`src/rtl/mem_if_pkg.sv`:
```
// Shared types and constants for the data memory interface: FSM states,
// access-size encodings, the default timeout and the alignment rule.
package mem_if_pkg;

  typedef enum logic [1:0] {
    ST_IDLE = 2'd0,
    ST_REQ  = 2'd1,
    ST_DONE = 2'd2
  } state_t;

  localparam logic [1:0] SZ_BYTE = 2'b00;
  localparam logic [1:0] SZ_HALF = 2'b01;
  localparam logic [1:0] SZ_WORD = 2'b10;

  localparam int TIMEOUT_CYC_DEF = 16;

  // The reserved size 2'b11 is treated as a word access.
  function automatic logic is_aligned(input logic [1:0] size, input logic [1:0] off);
    case (size)
      SZ_BYTE: is_aligned = 1'b1;
      SZ_HALF: is_aligned = ~off[0];
      default: is_aligned = (off == 2'b00);
    endcase
  endfunction

endpackage

```
`src/rtl/data_mem_if_if.sv`:
```
// Memory-side bus of data_mem_if.
// The master drives the request; the slave returns read data and the acknowledge.
interface data_mem_if_if;
  logic        mem_req;
  logic        mem_we;
  logic [31:0] mem_addr;
  logic [3:0]  mem_be;
  logic [31:0] mem_wdata;
  logic [31:0] mem_rdata;
  logic        mem_ack;

  modport master (
    output mem_req, mem_we, mem_addr, mem_be, mem_wdata,
    input  mem_rdata, mem_ack
  );

  modport slave (
    input  mem_req, mem_we, mem_addr, mem_be, mem_wdata,
    output mem_rdata, mem_ack
  );
endinterface

```
`src/rtl/mem_lane_align.sv`:
```
// Combinational big-endian lane logic: generates byte enables, replicates store
// data, and extracts and extends load data (offset 0 is bits 31:24).
module mem_lane_align
  import mem_if_pkg::*;
(
  input  logic [1:0]  size,
  input  logic [1:0]  off,
  input  logic        uns,
  input  logic [31:0] wdata,
  input  logic [31:0] mem_rdata,
  output logic [3:0]  be,
  output logic [31:0] wdata_rep,
  output logic [31:0] load_data,
  output logic        aligned
);

  logic [7:0]  byte_s;
  logic [15:0] half_s;

  // Lane selection, byte enables, store replication and load extension
  always_comb begin
    be        = 4'b1111;
    wdata_rep = wdata;
    load_data = mem_rdata;
    aligned   = is_aligned(size, off);

    case (off)
      2'd0:    byte_s = mem_rdata[31:24];
      2'd1:    byte_s = mem_rdata[23:16];
      2'd2:    byte_s = mem_rdata[15:8];
      default: byte_s = mem_rdata[7:0];
    endcase

    if (off[1]) begin
      half_s = mem_rdata[15:0];
    end else begin
      half_s = mem_rdata[31:16];
    end

    case (size)
      SZ_BYTE: begin
        be        = 4'b1000 >> off;
        wdata_rep = {4{wdata[7:0]}};
        if (uns) begin
          load_data = {24'h000000, byte_s};
        end else begin
          load_data = {{24{byte_s[7]}}, byte_s};
        end
      end
      SZ_HALF: begin
        if (off[1]) begin
          be = 4'b0011;
        end else begin
          be = 4'b1100;
        end
        wdata_rep = {2{wdata[15:0]}};
        if (uns) begin
          load_data = {16'h0000, half_s};
        end else begin
          load_data = {{16{half_s[15]}}, half_s};
        end
      end
      default: begin
        be        = 4'b1111;
        wdata_rep = wdata;
        load_data = mem_rdata;
      end
    endcase
  end

endmodule

```
`src/rtl/data_mem_if.sv`:
```
// Load/store unit between the integer datapath and a data memory.
// Optional no-ack timeout is enabled with the MEM_TIMEOUT_EN macro.
module data_mem_if
  import mem_if_pkg::*;
#(
  parameter int TIMEOUT_CYC = TIMEOUT_CYC_DEF
) (
  input  logic        clk,
  input  logic        reset,
  input  logic        start,
  input  logic        st,
  input  logic [1:0]  size,
  input  logic        uns,
  input  logic [31:0] addr,
  input  logic [31:0] wdata,
  output logic        busy,
  output logic        done,
  output logic [31:0] rdata,
  output logic        addr_err,
  output logic        timeout_err,
  data_mem_if_if.master mem
);

  if (TIMEOUT_CYC < 2 || TIMEOUT_CYC > 255) begin : g_bad_timeout
    $error("data_mem_if: TIMEOUT_CYC out of range 2..255");
  end

  state_t      state_r, state_nx_s;
  logic [1:0]  size_r, off_r;
  logic        uns_r;
  logic [1:0]  al_size_s, al_off_s;
  logic        al_uns_s;
  logic [3:0]  be_s;
  logic [31:0] wdata_rep_s, load_data_s;
  logic        aligned_s;
  logic        accept_s, ack_s, tmo_s, err_s, limit_s;

  // The lane logic sees the live request in IDLE and the latched one afterwards
  always_comb begin
    if (state_r == ST_IDLE) begin
      al_size_s = size;
      al_off_s  = addr[1:0];
      al_uns_s  = uns;
    end else begin
      al_size_s = size_r;
      al_off_s  = off_r;
      al_uns_s  = uns_r;
    end
  end

  mem_lane_align u_align (
    .size      (al_size_s),
    .off       (al_off_s),
    .uns       (al_uns_s),
    .wdata     (wdata),
    .mem_rdata (mem.mem_rdata),
    .be        (be_s),
    .wdata_rep (wdata_rep_s),
    .load_data (load_data_s),
    .aligned   (aligned_s)
  );

`ifdef MEM_TIMEOUT_EN
  logic [7:0] cnt_r;
  assign limit_s = (cnt_r == 8'(TIMEOUT_CYC - 1));

  // Wait counter: zero outside REQ, so it starts from zero on every REQ entry
  always_ff @(posedge clk or negedge reset) begin
    if (!reset) begin
      cnt_r <= 8'd0;
    end else if (state_r != ST_REQ) begin
      cnt_r <= 8'd0;
    end else begin
      cnt_r <= cnt_r + 8'd1;
    end
  end
`else
  assign limit_s = 1'b0;
`endif

  // Next-state logic; an ack on the limit cycle wins over the timeout
  always_comb begin
    state_nx_s = state_r;
    accept_s   = 1'b0;
    ack_s      = 1'b0;
    tmo_s      = 1'b0;
    err_s      = 1'b0;
    case (state_r)
      ST_IDLE: begin
        if (start) begin
          if (aligned_s) begin
            state_nx_s = ST_REQ;
            accept_s   = 1'b1;
          end else begin
            state_nx_s = ST_DONE;
            err_s      = 1'b1;
          end
        end else begin
          state_nx_s = ST_IDLE;
        end
      end
      ST_REQ: begin
        if (mem.mem_ack) begin
          state_nx_s = ST_DONE;
          ack_s      = 1'b1;
        end else if (limit_s) begin
          state_nx_s = ST_DONE;
          tmo_s      = 1'b1;
        end else begin
          state_nx_s = ST_REQ;
        end
      end
      ST_DONE: state_nx_s = ST_IDLE;
      default: state_nx_s = ST_IDLE;
    endcase
  end

  // State register
  always_ff @(posedge clk or negedge reset) begin
    if (!reset) begin
      state_r <= ST_IDLE;
    end else begin
      state_r <= state_nx_s;
    end
  end

  // Registered outputs and the latched request
  always_ff @(posedge clk or negedge reset) begin
    if (!reset) begin
      busy          <= 1'b0;
      done          <= 1'b0;
      addr_err      <= 1'b0;
      timeout_err   <= 1'b0;
      rdata         <= 32'h0000_0000;
      mem.mem_req   <= 1'b0;
      mem.mem_we    <= 1'b0;
      mem.mem_addr  <= 32'h0000_0000;
      mem.mem_be    <= 4'b0000;
      mem.mem_wdata <= 32'h0000_0000;
      size_r        <= 2'b00;
      off_r         <= 2'b00;
      uns_r         <= 1'b0;
    end else begin
      busy        <= (state_nx_s != ST_IDLE);
      done        <= (state_nx_s == ST_DONE);
      mem.mem_req <= (state_nx_s == ST_REQ);
      addr_err    <= err_s;
      timeout_err <= tmo_s;
      if (accept_s) begin
        mem.mem_we    <= st;
        mem.mem_addr  <= {addr[31:2], 2'b00};
        mem.mem_be    <= be_s;
        mem.mem_wdata <= wdata_rep_s;
        size_r        <= size;
        off_r         <= addr[1:0];
        uns_r         <= uns;
      end
      if (ack_s && !mem.mem_we) begin
        rdata <= load_data_s;
      end
    end
  end

endmodule

```
`src/flat_wrapper.sv`:
```
// flat-port wrapper written by rule: the top's interface ports become plain ports
module data_mem_if_flat import mem_if_pkg::*;
#(
  parameter int TIMEOUT_CYC = TIMEOUT_CYC_DEF
)
  (clk, reset, start, st, size, uns, addr, wdata, busy, done, rdata, addr_err, timeout_err, mem_mem_req, mem_mem_we, mem_mem_addr, mem_mem_be, mem_mem_wdata, mem_mem_rdata, mem_mem_ack);
  data_mem_if_if mem_i ();
  input  logic clk;
  input  logic reset;
  input  logic start;
  input  logic st;
  input  logic [1:0] size;
  input  logic uns;
  input  logic [31:0] addr;
  input  logic [31:0] wdata;
  output logic busy;
  output logic done;
  output logic [31:0] rdata;
  output logic addr_err;
  output logic timeout_err;
  output wire logic [$bits(mem_i.mem_req)-1:0] mem_mem_req;
  output wire logic [$bits(mem_i.mem_we)-1:0] mem_mem_we;
  output wire logic [$bits(mem_i.mem_addr)-1:0] mem_mem_addr;
  output wire logic [$bits(mem_i.mem_be)-1:0] mem_mem_be;
  output wire logic [$bits(mem_i.mem_wdata)-1:0] mem_mem_wdata;
  input wire logic [$bits(mem_i.mem_rdata)-1:0] mem_mem_rdata;
  input wire logic [$bits(mem_i.mem_ack)-1:0] mem_mem_ack;
  assign mem_mem_req = mem_i.mem_req;
  assign mem_mem_we = mem_i.mem_we;
  assign mem_mem_addr = mem_i.mem_addr;
  assign mem_mem_be = mem_i.mem_be;
  assign mem_mem_wdata = mem_i.mem_wdata;
  assign mem_i.mem_rdata = mem_mem_rdata;
  assign mem_i.mem_ack = mem_mem_ack;
  data_mem_if #(.TIMEOUT_CYC(TIMEOUT_CYC)) u_core (.clk(clk), .reset(reset), .start(start), .st(st), .size(size), .uns(uns), .addr(addr), .wdata(wdata), .busy(busy), .done(done), .rdata(rdata), .addr_err(addr_err), .timeout_err(timeout_err), .mem(mem_i));
endmodule
```
`config.mk`:
```
export PLATFORM = sky130hd
export DESIGN_NAME = data_mem_if_flat
export DESIGN_NICKNAME = d
export VERILOG_FILES = /design/src/rtl/mem_if_pkg.sv /design/src/rtl/data_mem_if_if.sv /design/src/rtl/mem_lane_align.sv /design/src/rtl/data_mem_if.sv /design/src/flat_wrapper.sv
export SDC_FILE = /design/constraint.sdc
export NUM_CORES = 1
export LEC_CHECK = 0
export BUFFER_PORTS_ARGS = -buffer_cell sky130_fd_sc_hd__buf_2
export CELL_PAD_IN_SITES_DETAIL_PLACEMENT = 1
export CELL_PAD_IN_SITES_GLOBAL_PLACEMENT = 1
export CORE_ASPECT_RATIO = 0.7
export CORE_MARGIN = 1.5
export CORE_UTILIZATION = 25
export DETAILED_ROUTE_END_ITERATION = 8
export PLACE_DENSITY = 0.7
export SLEW_MARGIN = 20
export SYNTH_ARGS = -nofsm -noshare
export SYNTH_HDL_FRONTEND = slang
export SYNTH_SLANG_ARGS = --single-unit
```
`constraint.sdc`:
```
create_clock -name clk -period 5.2 [get_ports clk]
set_input_delay 0.52 -clock clk [delete_from_list [all_inputs] [get_ports clk]]
set_output_delay 0.52 -clock clk [all_outputs]
set_load 0.02 [all_outputs]
```
==> results_tabular.tex, run 1 <==
\begin{tabular}{lr}
\hline
Metric & Value \\
\hline
\multicolumn{2}{l}{\textbf{Run status}} \\
\quad Run status & complete, no violations \\
\multicolumn{2}{l}{\textbf{Setup path}} \\
\quad Type of destination of the critical path & flip-flop \\
\quad Critical-path cell list & nor2\_2 -> mux2\_2 -> a221oi\_4 -> buf\_4 -> mux2\_2 \\
\quad Worst path most repeated cell & sky130\_fd\_sc\_hd\_\_mux2\_2 \\
\quad Data required, critical path & 5.43 ns \\
\quad Crit Path Max Fanout & 71 \\
\quad Crit path largest cell delay & 0.72 ns \\
\quad Category of the most critical setup path & reg -> reg \\
\quad CP arrival & 3.53 ns \\
\quad Worst path slowest cell & sky130\_fd\_sc\_hd\_\_mux2\_2 \\
\quad Startpoint types & flip-flop \\
\multicolumn{2}{l}{\textbf{Pwr}} \\
\quad Largest voltage drop on the vdd net & 0.300 mV \\
\quad Power Internal & approximately 2.7 mW \\
\quad Combinational group share of total power & 0.499 \\
\quad Switching Power & 2.04 mW \\
\quad Power per standard cell area & 701 mW/mm² \\
\quad Clock network power share & 0.172 \\
\quad Static leakage & 3.11 nW \\
\quad Share of power burned in registers & 0.328 \\
\quad Switching part of the total & 0.435 \\
\multicolumn{2}{l}{\textbf{Clock tree}} \\
\quad Clock latency of the later-clocked register in the worst-skew pair & 0.35 ns \\
\quad Post-cts sizing count & 0 \\
\quad Root Buffer & sky130\_fd\_sc\_hd\_\_clkbuf\_16 \\
\quad CTS tree & built \\
\quad Number of H-tree branching levels & 3 \\
\quad Number of buffers added to fix hold violations after cts & 0 \\
\quad Largest buffer count on any clock path & 2 \\
\quad Number of CTS-inserted buffers & 9 \\
\quad Post-CTS setup repair buffer count & 0 \\
\quad Clock Sink Count & 110 \\
\quad Clock transition at the register clock pins on the worst setup and hold paths after CTS & 0.07 ns \\
\multicolumn{2}{l}{\textbf{GRT}} \\
\quad Global-route wire length before repair & 25,600 µm \\
\quad Gr ovfl total & 0 \\
\quad Global routing usage summed across all routing layers & 0.158 \\
\quad Antenna violations before repair & 2 \\
\quad Number of global-route vias before repair & 4,337 \\
\quad Maximum number of pins on one net before global-route repair & 72 \\
\multicolumn{2}{l}{\textbf{Die}} \\
\quad Floorplan die height & 122 µm \\
\quad Floorplan core area & 0.0199 mm² \\
\quad Row count & 43 \\
\quad Die W & 174 µm \\
\quad Starting density of the core & 0.256 \\
\quad Area of the die & 0.0212 mm² \\
\quad Io pins & 210 \\
\multicolumn{2}{l}{\textbf{Route}} \\
\quad Iteration-0 DRC count of the detailed router & 264 \\
\quad Detail Route Antenna Nets & 0 \\
\quad Via total after detailed routing & 4,251 \\
\quad Average via count per standard cell & 4.59 \\
\quad Number of iterations in the first detailed-routing pass & 4 \\
\quad Routed wire length & 16,400 µm \\
\quad DRC viols & 0 \\
\quad Wire length per cell & between 15 and 20 µm \\
\multicolumn{2}{l}{\textbf{Logic synthesis}} \\
\quad Dominant combinational cell family by area after synthesis & multiplexers \\
\quad Primary FF master, synth & sky130\_fd\_sc\_hd\_\_dfrtp\_1 \\
\quad Portion of netlist area occupied by mux cells & 0.167 \\
\quad Cell taking the most area after synthesis & sky130\_fd\_sc\_hd\_\_dfrtp\_1 \\
\quad Count of flip-flops with a built-in enable after synthesis & 0 \\
\quad Most frequent cells after synthesis & sky130\_fd\_sc\_hd\_\_dfrtp\_1, sky130\_fd\_sc\_hd\_\_a21oi\_1, sky130\_fd\_sc\_hd\_\_nor2\_1, sky130\_fd\_sc\_hd\_\_mux2\_2, sky130\_fd\_sc\_hd\_\_nand2\_1 \\
\quad Async set-or-reset flop fraction in the synthesized netlist & 1.00 \\
\quad Number of distinct standard cells referenced by the synthesized netlist & 45 \\
\quad Largest cells by area after synthesis & sky130\_fd\_sc\_hd\_\_dfrtp\_1, sky130\_fd\_sc\_hd\_\_mux2\_2, sky130\_fd\_sc\_hd\_\_a21oi\_1, sky130\_fd\_sc\_hd\_\_mux2i\_1, sky130\_fd\_sc\_hd\_\_mux2\_1 \\
\quad Synth Area in Compound Gates & 0.155 \\
\quad Flip-flop and latch count after synthesis & 110 \\
\quad Post-Synthesis Cell Area & 0.00509 mm² \\
\quad Sequential-to-total area share from yosys stat & 0.541 \\
\quad Synth Warn \# & 0 \\
\quad Area fraction in and, or, nand and nor cells after synthesis & 0.0978 \\
\quad Most repeated cell in the gate-level netlist after synthesis & sky130\_fd\_sc\_hd\_\_dfrtp\_1 \\
\quad Post-Synthesis Mean Instance Area & 11.2 µm² \\
\quad Area share of xor/xnor cells in the synthesized design & 0.00172 \\
\quad Area share of the largest cell type after synthesis & 0.541 \\
\quad Adder and majority cell fraction of the synthesized area & 0 \\
\quad Post-synthesis cell count & 454 \\
\multicolumn{2}{l}{\textbf{Finish}} \\
\quad Final \#Nets & around 750 \\
\quad \# fillers & 2,313 \\
\quad Share of cells above drive strength 1 & 0.437 \\
\quad Register area & 0.00275 mm² \\
\quad Area occupied by multi-input gates & $\sim$0.0022 mm² \\
\quad Synthesis-to-layout area growth & 31.8\% \\
\multicolumn{2}{l}{\textbf{Run}} \\
\quad Max Cap Viol & 0 \\
\multicolumn{2}{l}{\textbf{Timing}} \\
\quad Final setup violation count & 0 \\
\quad Final Max Tran Viols & 0 \\
\quad Ratio of final minimum period to clock period & 0.634 \\
\quad Peak Freq & 303 MHz \\
\quad Unrepaired setup endpoints after global routing & false \\
\quad Final-report hold violation count & 0 \\
\quad Time the worst path needs with I/O delays and setup & 3.30 ns \\
\quad Final worst-path setup slack & $\sim$1.9 ns \\
\quad Total Negative Setup Slacks & 0 ns \\
\quad Tightest slew margin relative to the limit & 0.353 \\
\quad Final setup skew & 0.00907 ns \\
\quad Transition time at the pin with the least slew margin & 0.970 ns \\
\multicolumn{2}{l}{\textbf{Worst hold path}} \\
\quad Hold crit path type & in -> async \\
\multicolumn{2}{l}{\textbf{Placed design}} \\
\quad Post-DP HPWL & 12,000 µm \\
\quad Number of buffers inserted by port buffering & 206 \\
\quad Global placement routability congestion & 0.765 \\
\quad Setup Slack @ Placement & 1.89 ns \\
\hline
\end{tabular}
## state kept, by name (all words and copies together) (netlist names), 2 cells and up
name	cells
u_core.rdata	32
u_core.size_r	2
u_core.mem.mem_wdata	32
u_core.off_r	2
u_core.state_r	2
u_core.mem.mem_addr	30
u_core.mem.mem_be	4
## worst max-delay path, delay by kind of cell (launching register included)
family,cells,cell delay [ns]
AND/OR/NAND/NOR,1,0.45
flip-flops,1,0.52
multiplexers,2,1.14
AO/OA/AOI/OAI,1,0.36
buffers and inverters,1,0.69
## power by group through the flow
| stage | registers (mW) | logic (mW) | clock network (mW) |
|---|---|---|---|
| 2_1_floorplan | 2.02 | 1.11 | 0 |
| 3_3_place_gp | 1.54 | 2.35 | 0 |
| 3_5_place_dp | 1.56 | 2.39 | 0 |
| 4_1_cts | 1.55 | 2.40 | 0.848 |
| 5_1_grt | 1.60 | 2.57 | 0.876 |
| 6_report | 1.54 | 2.35 | 0.811 |
## cells in the final DEF, fill, tap and decap left out, drive strengths merged, types with 2 or more instances in the layout
master and n:
nand3 6, nand2 30, inv 5, o21bai 2, a21oi 60, a31oi 8
and2 2, o22a 7, o211ai 2, dfrtp 110, bufinv 3, nor2 41
or3 8, diode 2, a211oi 2, buf 214, or2 7, o21a 3
mux2 52, clkbuf 10, nor3b 3, mux2i 26, o21ai 23, or4 2
a22o 7, or3b 4, o31a 2, conb 3
## worst paths after layout
kind / to / start / cells after the start / slack [ns]
worst max-delay path: u_core.mem.mem_addr[23] / u_core.state_r[1] / 5 / 1.90
worst min register to register: u_core.mem.mem_wdata[3] / u_core.mem.mem_wdata[3] / 1 / 0.48
worst max register to register: u_core.mem.mem_addr[23] / u_core.state_r[1] / 5 / 1.90
worst min-delay path: u_core.rdata[20] / reset / 1 / 0.30
min in group clk: u_core.mem.mem_addr[28] / addr[28] / 2 / 0.37
max in group asynchronous: u_core.mem.mem_we / reset / 2 / 3.78
## layout make-up
class	count	area share
clock inverters	6	0.0173
diodes	2	0.000746
well taps	270	0.0504
clock buffers	10	0.0341
flip-flops and latches	110	0.410
repair buffers	214	0.163
inverters	2	0.00112
multi-input cells	313	0.323
## cells by family after synthesis
family	after synthesis
AO/OA/AOI/OAI	125
XOR/XNOR	1
buffers and inverters	33
flip-flops	110
multiplexers	78
other	1
AND/OR/NAND/NOR	106
## metal layers
metal | global-route usage | part of all wire | vias to the layer above
met5 | 0 | 0.00073 | -
met4 | 0.0418 | 0.012 | 2
met3 | 0.0555 | 0.082 | 12
met2 | 0.232 | 0.43 | 143
met1 | 0.219 | 0.48 | 2073
li1 | - | - | 2021
## stage by stage
stage	total power [mW]	instance area [µm²]	utilization	hold WS (ns)	std cells
after floorplan	3.13	5100	-	0.224	456
after global placement	3.89	6360	0.319	0.462	909
after detailed placement	3.95	6360	0.319	0.470	909
after CTS	4.80	6700	0.337	0.353	925
after global routing	5.05	6700	0.337	0.362	925
final	4.70	6710	0.337	0.296	927
Note: power is estimated with default switching activity, not from simulation.
==> run 2: changes to the inputs <==
==> constraint.sdc (replaced) <==
create_clock -name clk -period 3.3 [get_ports clk]
set_input_delay 0.33 -clock clk [delete_from_list [all_inputs] [get_ports clk]]
set_output_delay 0.33 -clock clk [all_outputs]
set_load 0.02 [all_outputs]
==> run 2 against run 1 <==
Compared with the run above: count of clock-buffer cells in the layout is the same; fmax grew 24%; register-to-register slack got worse by 1.3 ns; flip-flop and latch count did not move; clock skew fell by 0.0023 ns; sequential power rose by 58%; combinational power grew 61%; clock power rose by 50%; die area unchanged; setup slack got worse by 1.3 ns.
==> results_tabular.tex, run 2 (synthesized netlist as in run 1, its figures left out) <==
\begin{tabular}{lr}
\hline
Metric & Value \\
\hline
\multicolumn{2}{l}{\textbf{Setup path}} \\
\quad Startpoint of the worst setup timing path & u\_core.state\_r[1] \\
\quad Startpoint types & flip-flop \\
\quad Category of the most critical setup path & reg -> reg \\
\quad Beginning of the worst register-to-register path & u\_core.state\_r[1] \\
\quad Data required, critical path & 3.54 ns \\
\quad Type of destination of the critical path & flip-flop \\
\quad CP arrival & 2.89 ns \\
\quad Crit Path Max Fanout & 74 \\
\multicolumn{2}{l}{\textbf{Pwr}} \\
\quad Power Internal & 4.19 mW \\
\quad Share of power burned in registers & 0.327 \\
\quad Combinational group share of total power & 0.509 \\
\quad Overall power of the completed layout & between 7 and 8 mW \\
\quad Clock network power share & 0.164 \\
\quad Switching Power & roughly 3.3 mW \\
\quad Switching part of the total & 0.439 \\
\quad Largest voltage drop on the vdd net & approximately 0.36 mV \\
\quad Static leakage & 3.14 nW \\
\quad Power per standard cell area & 1100 mW/mm² \\
\multicolumn{2}{l}{\textbf{Clock tree}} \\
\quad Root Buffer & sky130\_fd\_sc\_hd\_\_clkbuf\_16 \\
\quad CTS tree & built \\
\quad Largest buffer count on any clock path & 2 \\
\quad Clock transition at the register clock pins on the worst setup and hold paths after CTS & 0.08 ns \\
\quad Number of CTS-inserted buffers & 9 \\
\quad Clock latency of the later-clocked register in the worst-skew pair & 0.36 ns \\
\quad Number of buffers added to fix hold violations after cts & 0 \\
\quad Post-cts sizing count & 0 \\
\quad Post-CTS setup repair buffer count & 0 \\
\quad Clock Sink Count & 110 \\
\quad Number of H-tree branching levels & 3 \\
\multicolumn{2}{l}{\textbf{Timing}} \\
\quad Final Max Tran Viols & 0 \\
\quad Peak Freq & 377 MHz \\
\quad Total Negative Setup Slacks & 0 ns \\
\quad Worst hold slack & 0.0370 ns \\
\quad Transition time at the pin with the least slew margin & 0.830 ns \\
\quad Final setup skew & approximately 0.0068 ns \\
\quad Final worst-path setup slack & 0.648 ns \\
\quad Final setup violation count & 0 \\
\quad Time the worst path needs with I/O delays and setup & 2.65 ns \\
\quad Ratio of final minimum period to clock period & 0.804 \\
\quad Final-report hold violation count & 0 \\
\quad Tightest slew margin relative to the limit & 0.447 \\
\quad Unrepaired setup endpoints after global routing & false \\
\multicolumn{2}{l}{\textbf{Run status}} \\
\quad Run status & complete, no violations \\
\multicolumn{2}{l}{\textbf{GRT}} \\
\quad Maximum number of pins on one net before global-route repair & 75 \\
\quad Global routing's busiest layer & met2 \\
\quad Global routing usage on met1 & 0.229 \\
\quad Number of global-route vias before repair & around 4,500 \\
\quad Global routing usage summed across all routing layers & 0.161 \\
\quad Global-route wire length before repair & 26,200 µm \\
\quad Gr ovfl total & 0 \\
\quad Antenna violations before repair & 2 \\
\quad Met2 Track Usage GR & 0.236 \\
\quad Global routing usage on met3 & 0.0530 \\
\multicolumn{2}{l}{\textbf{Die}} \\
\quad Floorplan die height & about 120 µm \\
\quad Area of the die & 0.0212 mm² \\
\quad Die W & 174 µm \\
\quad Row count & 43 \\
\quad Starting density of the core & 0.256 \\
\quad Io pins & 210 \\
\quad Floorplan core area & 0.0199 mm² \\
\multicolumn{2}{l}{\textbf{Run}} \\
\quad Max Cap Viol & 0 \\
\multicolumn{2}{l}{\textbf{Route}} \\
\quad Average via count per standard cell & roughly 4.6 \\
\quad DRC viols & 0 \\
\quad Detail Route Antenna Nets & 0 \\
\quad Routed wire length & 16,700 µm \\
\quad Wire length per cell & roughly 18 µm \\
\quad Via total after detailed routing & 4,281 \\
\quad Number of iterations in the first detailed-routing pass & 4 \\
\quad Iteration-0 DRC count of the detailed router & 236 \\
\multicolumn{2}{l}{\textbf{Placed design}} \\
\quad Placed instance count & 915 \\
\quad Setup Slack @ Placement & 0.649 ns \\
\quad Number of buffers inserted by port buffering & 206 \\
\quad Cell area after placement & 0.00643 mm² \\
\quad Post-DP HPWL & 12,200 µm \\
\quad Global placement routability congestion & 0.729 \\
\multicolumn{2}{l}{\textbf{Finish}} \\
\quad Register area & around 0.0028 mm² \\
\quad Area occupied by multi-input gates & $\sim$0.0022 mm² \\
\quad Leading cell types in the layout, fill and taps excluded & sky130\_fd\_sc\_hd\_\_buf\_2, sky130\_fd\_sc\_hd\_\_dfrtp\_1, sky130\_fd\_sc\_hd\_\_a21oi\_1 \\
\quad Share of cells above drive strength 1 & 0.443 \\
\quad Registers with the most flip-flops & u\_core.mem.mem\_wdata x32, u\_core.rdata x32, u\_core.mem.mem\_addr x30 \\
\quad Post-layout instance area & between 0.006 and 0.007 mm² \\
\quad Layout Cells excl Fill & approximately 930 \\
\quad \# fillers & 2,328 \\
\quad Final \#Nets & 760 \\
\quad Synthesis-to-layout area growth & 32.8\% \\
\quad Utilization after layout & 0.340 \\
\quad Commonest non-fill, non-tap cell in the layout & sky130\_fd\_sc\_hd\_\_buf\_2 \\
\multicolumn{2}{l}{\textbf{Worst hold path}} \\
\quad Hold crit path type & in -> async \\
\hline
\end{tabular}
-- run 2: cell count changes in the layout (fill, tap and decap cells not counted), sizes merged --
cell,previous run,this run
inv,5,4
bufinv,3,2
clkinv,0,2
buf,214,220
diode,2,1
-- run 2: layer usage --
metal / vias to the layer above / wire (µm)
li1: 2027 / -
met1: 2104 / 8210
met2: 137 / 7140
met3: 11 / 1220
met4: 2 / 142
met5: - / 13
-- run 2: final timing paths --
path / endpoint / slack (ns) / cells past startpoint
hold reg to reg: u_core.mem.mem_wdata[6] / 0.49 / 1
setup reg to reg: u_core.mem.mem_wdata[24] / 0.65 / 5
hold / removal: u_core.rdata[20] / 0.04 / 1
min in group clk: u_core.mem.mem_addr[30] / 0.19 / 2
setup / recovery: u_core.mem.mem_wdata[24] / 0.65 / 5
max in group asynchronous: u_core.state_r[0] / 2.46 / 2
-- run 2: worst max-delay path, cell delays in order, from the launching register on --
cell and delay [ns]:
sky130_fd_sc_hd__dfrtp_1 0.52, sky130_fd_sc_hd__or4_1 0.61, sky130_fd_sc_hd__o31a_1 0.27, sky130_fd_sc_hd__a221oi_4 0.38, sky130_fd_sc_hd__buf_12 0.34, sky130_fd_sc_hd__mux2_1 0.36
-- run 2: cell type report --
cell class                 instances  area share
sequential                       110       0.407
multi-input combinational        313       0.321
timing repair buffer             220       0.172
tap                              270      0.0500
clock buffer                      10      0.0353
clock inverter                     6      0.0135
inverter                           2     0.00111
antenna                            1    0.000370
-- run 2: power groups by stage --
| stage | Sequential, mW | Clock (mW) | Combinational [mW] |
|---|---|---|---|
| floorplan | 3.18 | 0 | 1.76 |
| global placement | 2.44 | 0 | 3.78 |
| detailed placement | 2.47 | 0 | 3.84 |
| CTS | 2.45 | 1.26 | 3.85 |
| global route | 2.54 | 1.31 | 4.14 |
| finish | 2.44 | 1.22 | 3.79 |
==> run 3: changes to the inputs <==
--- a/config.mk
+++ b/config.mk
@@ -5,6 +5,7 @@
 export SDC_FILE = /design/constraint.sdc
 export NUM_CORES = 1
 export LEC_CHECK = 0
+export ABC_AREA = 1
 export BUFFER_PORTS_ARGS = -buffer_cell sky130_fd_sc_hd__buf_2
 export CELL_PAD_IN_SITES_DETAIL_PLACEMENT = 1
 export CELL_PAD_IN_SITES_GLOBAL_PLACEMENT = 1
@@ -12,7 +13,7 @@
 export CORE_MARGIN = 1.5
 export CORE_UTILIZATION = 25
 export DETAILED_ROUTE_END_ITERATION = 8
-export PLACE_DENSITY = 0.7
+export PLACE_DENSITY = 0.75
 export SLEW_MARGIN = 20
 export SYNTH_ARGS = -nofsm -noshare
 export SYNTH_HDL_FRONTEND = slang
==> constraint.sdc (replaced) <==
create_clock -name clk -period 2.4 [get_ports clk]
set_input_delay 0.24 -clock clk [delete_from_list [all_inputs] [get_ports clk]]
set_output_delay 0.24 -clock clk [all_outputs]
set_load 0.02 [all_outputs]
==> run 3 against run 2 <==
Compared with the run above: flip-flop and latch count unchanged; clock skew increased by 0.0028 ns; combinational power increased by 42%; highest routed layer unchanged; largest power group unchanged.
==> results_tabular.tex, run 3 <==
\begin{tabular}{lr}
\hline
Metric & Value \\
\hline
\multicolumn{2}{l}{\textbf{Run status}} \\
\quad Run status & complete, no violations \\
\multicolumn{2}{l}{\textbf{Finish}} \\
\quad Share of cells above drive strength 1 & 0.297 \\
\quad Commonest non-fill, non-tap cell in the layout & sky130\_fd\_sc\_hd\_\_nand2\_1 \\
\quad Leading cell types in the layout, fill and taps excluded & sky130\_fd\_sc\_hd\_\_nand2\_1, sky130\_fd\_sc\_hd\_\_buf\_2, sky130\_fd\_sc\_hd\_\_dfrtp\_1 \\
\quad Post-layout instance area & 0.00709 mm² \\
\quad \# fillers & 2,650 \\
\quad Utilization after layout & 0.338 \\
\quad Registers with the most flip-flops & u\_core.mem.mem\_wdata x32, u\_core.rdata x32, u\_core.mem.mem\_addr x30 \\
\quad Synthesis-to-layout area growth & 30.7\% \\
\quad Final \#Nets & 1,019 \\
\multicolumn{2}{l}{\textbf{Setup path}} \\
\quad Data required, critical path & around 2.7 ns \\
\quad CP arrival & around 2.5 ns \\
\quad Category of the most critical setup path & reg -> reg \\
\quad Startpoint types & flip-flop \\
\quad Crit Path Max Fanout & 24 \\
\quad Type of destination of the critical path & flip-flop \\
\multicolumn{2}{l}{\textbf{Logic synthesis}} \\
\quad Post-Synthesis Mean Instance Area & 7.54 µm² \\
\quad Primary FF master, synth & sky130\_fd\_sc\_hd\_\_dfrtp\_1 \\
\quad Cell taking the most area after synthesis & sky130\_fd\_sc\_hd\_\_dfrtp\_1 \\
\quad Flip-flop and latch count after synthesis & 110 \\
\quad Largest cells by area after synthesis & sky130\_fd\_sc\_hd\_\_dfrtp\_1, sky130\_fd\_sc\_hd\_\_nand2\_1, sky130\_fd\_sc\_hd\_\_o21ai\_0, sky130\_fd\_sc\_hd\_\_inv\_1, sky130\_fd\_sc\_hd\_\_nand3\_1 \\
\quad Sequential-to-total area share from yosys stat & 0.508 \\
\quad Area share of the largest cell type after synthesis & 0.508 \\
\quad Post-synthesis cell count & 719 \\
\quad Synth Warn \# & 0 \\
\quad Most repeated cell in the gate-level netlist after synthesis & sky130\_fd\_sc\_hd\_\_nand2\_1 \\
\quad Post-Synthesis Cell Area & around 0.0054 mm² \\
\quad Async set-or-reset flop fraction in the synthesized netlist & 1.00 \\
\quad Most frequent cells after synthesis & sky130\_fd\_sc\_hd\_\_nand2\_1, sky130\_fd\_sc\_hd\_\_dfrtp\_1, sky130\_fd\_sc\_hd\_\_inv\_1, sky130\_fd\_sc\_hd\_\_o21ai\_0, sky130\_fd\_sc\_hd\_\_nand3\_1 \\
\quad Count of flip-flops with a built-in enable after synthesis & 0 \\
\quad Number of distinct standard cells referenced by the synthesized netlist & 27 \\
\multicolumn{2}{l}{\textbf{Route}} \\
\quad Iteration-0 DRC count of the detailed router & 259 \\
\quad Number of iterations in the first detailed-routing pass & 4 \\
\quad Wire length per cell & 15.3 µm \\
\quad Average via count per standard cell & 4.33 \\
\quad DRC viols & 0 \\
\quad Detail Route Antenna Nets & 0 \\
\quad Via total after detailed routing & between 5,000 and 6,000 \\
\quad Routed wire length & 18,300 µm \\
\multicolumn{2}{l}{\textbf{Run}} \\
\quad Max Cap Viol & 0 \\
\multicolumn{2}{l}{\textbf{Timing}} \\
\quad Peak Freq & $\sim$470 MHz \\
\quad Worst hold slack & 0.0732 ns \\
\quad Unrepaired setup endpoints after global routing & false \\
\quad Tightest slew margin relative to the limit & 0.590 \\
\quad Time the worst path needs with I/O delays and setup & 2.15 ns \\
\quad Total Negative Setup Slacks & 0 ns \\
\quad Transition time at the pin with the least slew margin & 0.614 ns \\
\quad Ratio of final minimum period to clock period & 0.895 \\
\quad Final worst-path setup slack & 0.252 ns \\
\quad Final Max Tran Viols & 0 \\
\quad Final setup violation count & 0 \\
\quad Final-report hold violation count & 0 \\
\quad Final setup skew & 0.00955 ns \\
\multicolumn{2}{l}{\textbf{Clock tree}} \\
\quad Root Buffer & sky130\_fd\_sc\_hd\_\_clkbuf\_16 \\
\quad Clock latency of the later-clocked register in the worst-skew pair & 0.36 ns \\
\quad Number of CTS-inserted buffers & 9 \\
\quad Number of H-tree branching levels & 3 \\
\quad Largest buffer count on any clock path & 2 \\
\quad CTS tree & built \\
\quad Clock Sink Count & 110 \\
\quad Post-CTS setup repair buffer count & 0 \\
\quad Clock transition at the register clock pins on the worst setup and hold paths after CTS & 0.08 ns \\
\multicolumn{2}{l}{\textbf{Die}} \\
\quad Floorplan core area & 0.0210 mm² \\
\quad Starting density of the core & 0.259 \\
\quad Io pins & 210 \\
\quad Floorplan die height & roughly 130 µm \\
\quad Area of the die & 0.0226 mm² \\
\quad Row count & 44 \\
\quad Die W & 179 µm \\
\multicolumn{2}{l}{\textbf{Placed design}} \\
\quad Post-DP HPWL & 13,800 µm \\
\quad Cell area after placement & 0.00675 mm² \\
\quad Global placement routability congestion & 0.767 \\
\quad Setup Slack @ Placement & 0.000114 ns \\
\quad Number of buffers inserted by port buffering & 206 \\
\multicolumn{2}{l}{\textbf{GRT}} \\
\quad Gr ovfl total & 0 \\
\quad Global routing usage summed across all routing layers & 0.165 \\
\quad Antenna violations before repair & 3 \\
\quad Maximum number of pins on one net before global-route repair & 95 \\
\quad Global-route wire length before repair & 28,500 µm \\
\quad Number of global-route vias before repair & 5,221 \\
\multicolumn{2}{l}{\textbf{Worst hold path}} \\
\quad Hold crit path type & in -> reg \\
\multicolumn{2}{l}{\textbf{Pwr}} \\
\quad Largest voltage drop on the vdd net & 0.442 mV \\
\quad Power per standard cell area & 1440 mW/mm² \\
\quad Static leakage & just over 4 nW \\
\hline
\end{tabular}
[run 3: cell count changes in the layout (fill, tap and decap cells not counted), moves of 24 or more]
cell,previous run,this run
sky130_fd_sc_hd__nor2_1,40,16
sky130_fd_sc_hd__inv_1,2,90
sky130_fd_sc_hd__mux2_2,36,0
sky130_fd_sc_hd__a21oi_1,60,8
sky130_fd_sc_hd__mux2i_1,24,0
sky130_fd_sc_hd__nand2_1,30,293
sky130_fd_sc_hd__nand3_1,6,36
sky130_fd_sc_hd__o21ai_0,23,73
[run 3: through the flow]
stage          total power, mW  cells
3_5_place_dp              8.67   1179
3_3_place_gp              8.54   1179
2_1_floorplan             6.81    721
5_1_grt                   11.1   1198
4_1_cts                   10.4   1196
6_report                  10.2   1198
[run 3: worst paths after layout]
kind,startpoint,end,slack [ns],cells after the start
min in group asynchronous,reset,u_core.rdata[9],0.44,2
setup reg to reg,u_core.state_r[0],u_core.rdata[17],0.25,10
setup / recovery,u_core.state_r[0],u_core.rdata[17],0.25,10
max in group asynchronous,reset,u_core.mem.mem_wdata[14],1.26,3
hold / removal,addr[5],u_core.mem.mem_addr[5],0.07,3
hold reg to reg,u_core.mem.mem_wdata[18],u_core.mem.mem_wdata[18],0.48,2
[run 3: timing repair]
item                       4_1_cts  5_1_grt
hold buffers                     1        0
hold endpoints to repair        40        0
pin swaps                        0        0
setup endpoints to repair        1       27
resized for setup                1        1
[run 3: critical path, stage by stage, from the launching register on]
cell and delay (ns):
sky130_fd_sc_hd__dfrtp_1 0.42, sky130_fd_sc_hd__nor2_2 0.27, sky130_fd_sc_hd__buf_4 0.22, sky130_fd_sc_hd__nand2_1 0.08
sky130_fd_sc_hd__nand2_2 0.16, sky130_fd_sc_hd__nor2_1 0.08, sky130_fd_sc_hd__nor2_2 0.15, sky130_fd_sc_hd__nand4_4 0.35
sky130_fd_sc_hd__nand3_1 0.21, sky130_fd_sc_hd__nand2_1 0.07, sky130_fd_sc_hd__inv_1 0.06
[run 3: area by class of cell]
class	instances	area, µm²	area share
diodes	2	5.00	0.000706
flip-flops and latches	110	2750	0.388
inverters	92	345	0.0487
multi-input cells	482	2140	0.302
clock buffers	9	225	0.0318
well taps	276	345	0.0487
clock inverters	7	88.8	0.0125
repair buffers	220	1180	0.167
[run 3: routing by layer]
layer,routed length (µm),part of all wire,GRT usage,vias up
met2,7640,0.42,0.238,121
li1,-,-,-,2585
met5,16,0.00087,0,-
met3,1080,0.059,0.0432,17
met4,255,0.014,0.0461,2
met1,9330,0.51,0.240,2462
[run 3: logic make-up (layout without fill, tap and decap cells)]
group           after synthesis  in the layout  share of synthesized area
compound gates              103            103                      0.104
buf+inv                     129            328                      0.102
flops                       110            110                      0.508
other cells                   1              5                   0.000692
simple gates                376            376                      0.285
[run 3: power breakdown]
part / internal (mW) / total, mW / switching, mW
clock: 0.840 / 1.62 / 0.779
combinational: 1.73 / 5.39 / 3.66
sequential: 2.73 / 3.21 / 0.477
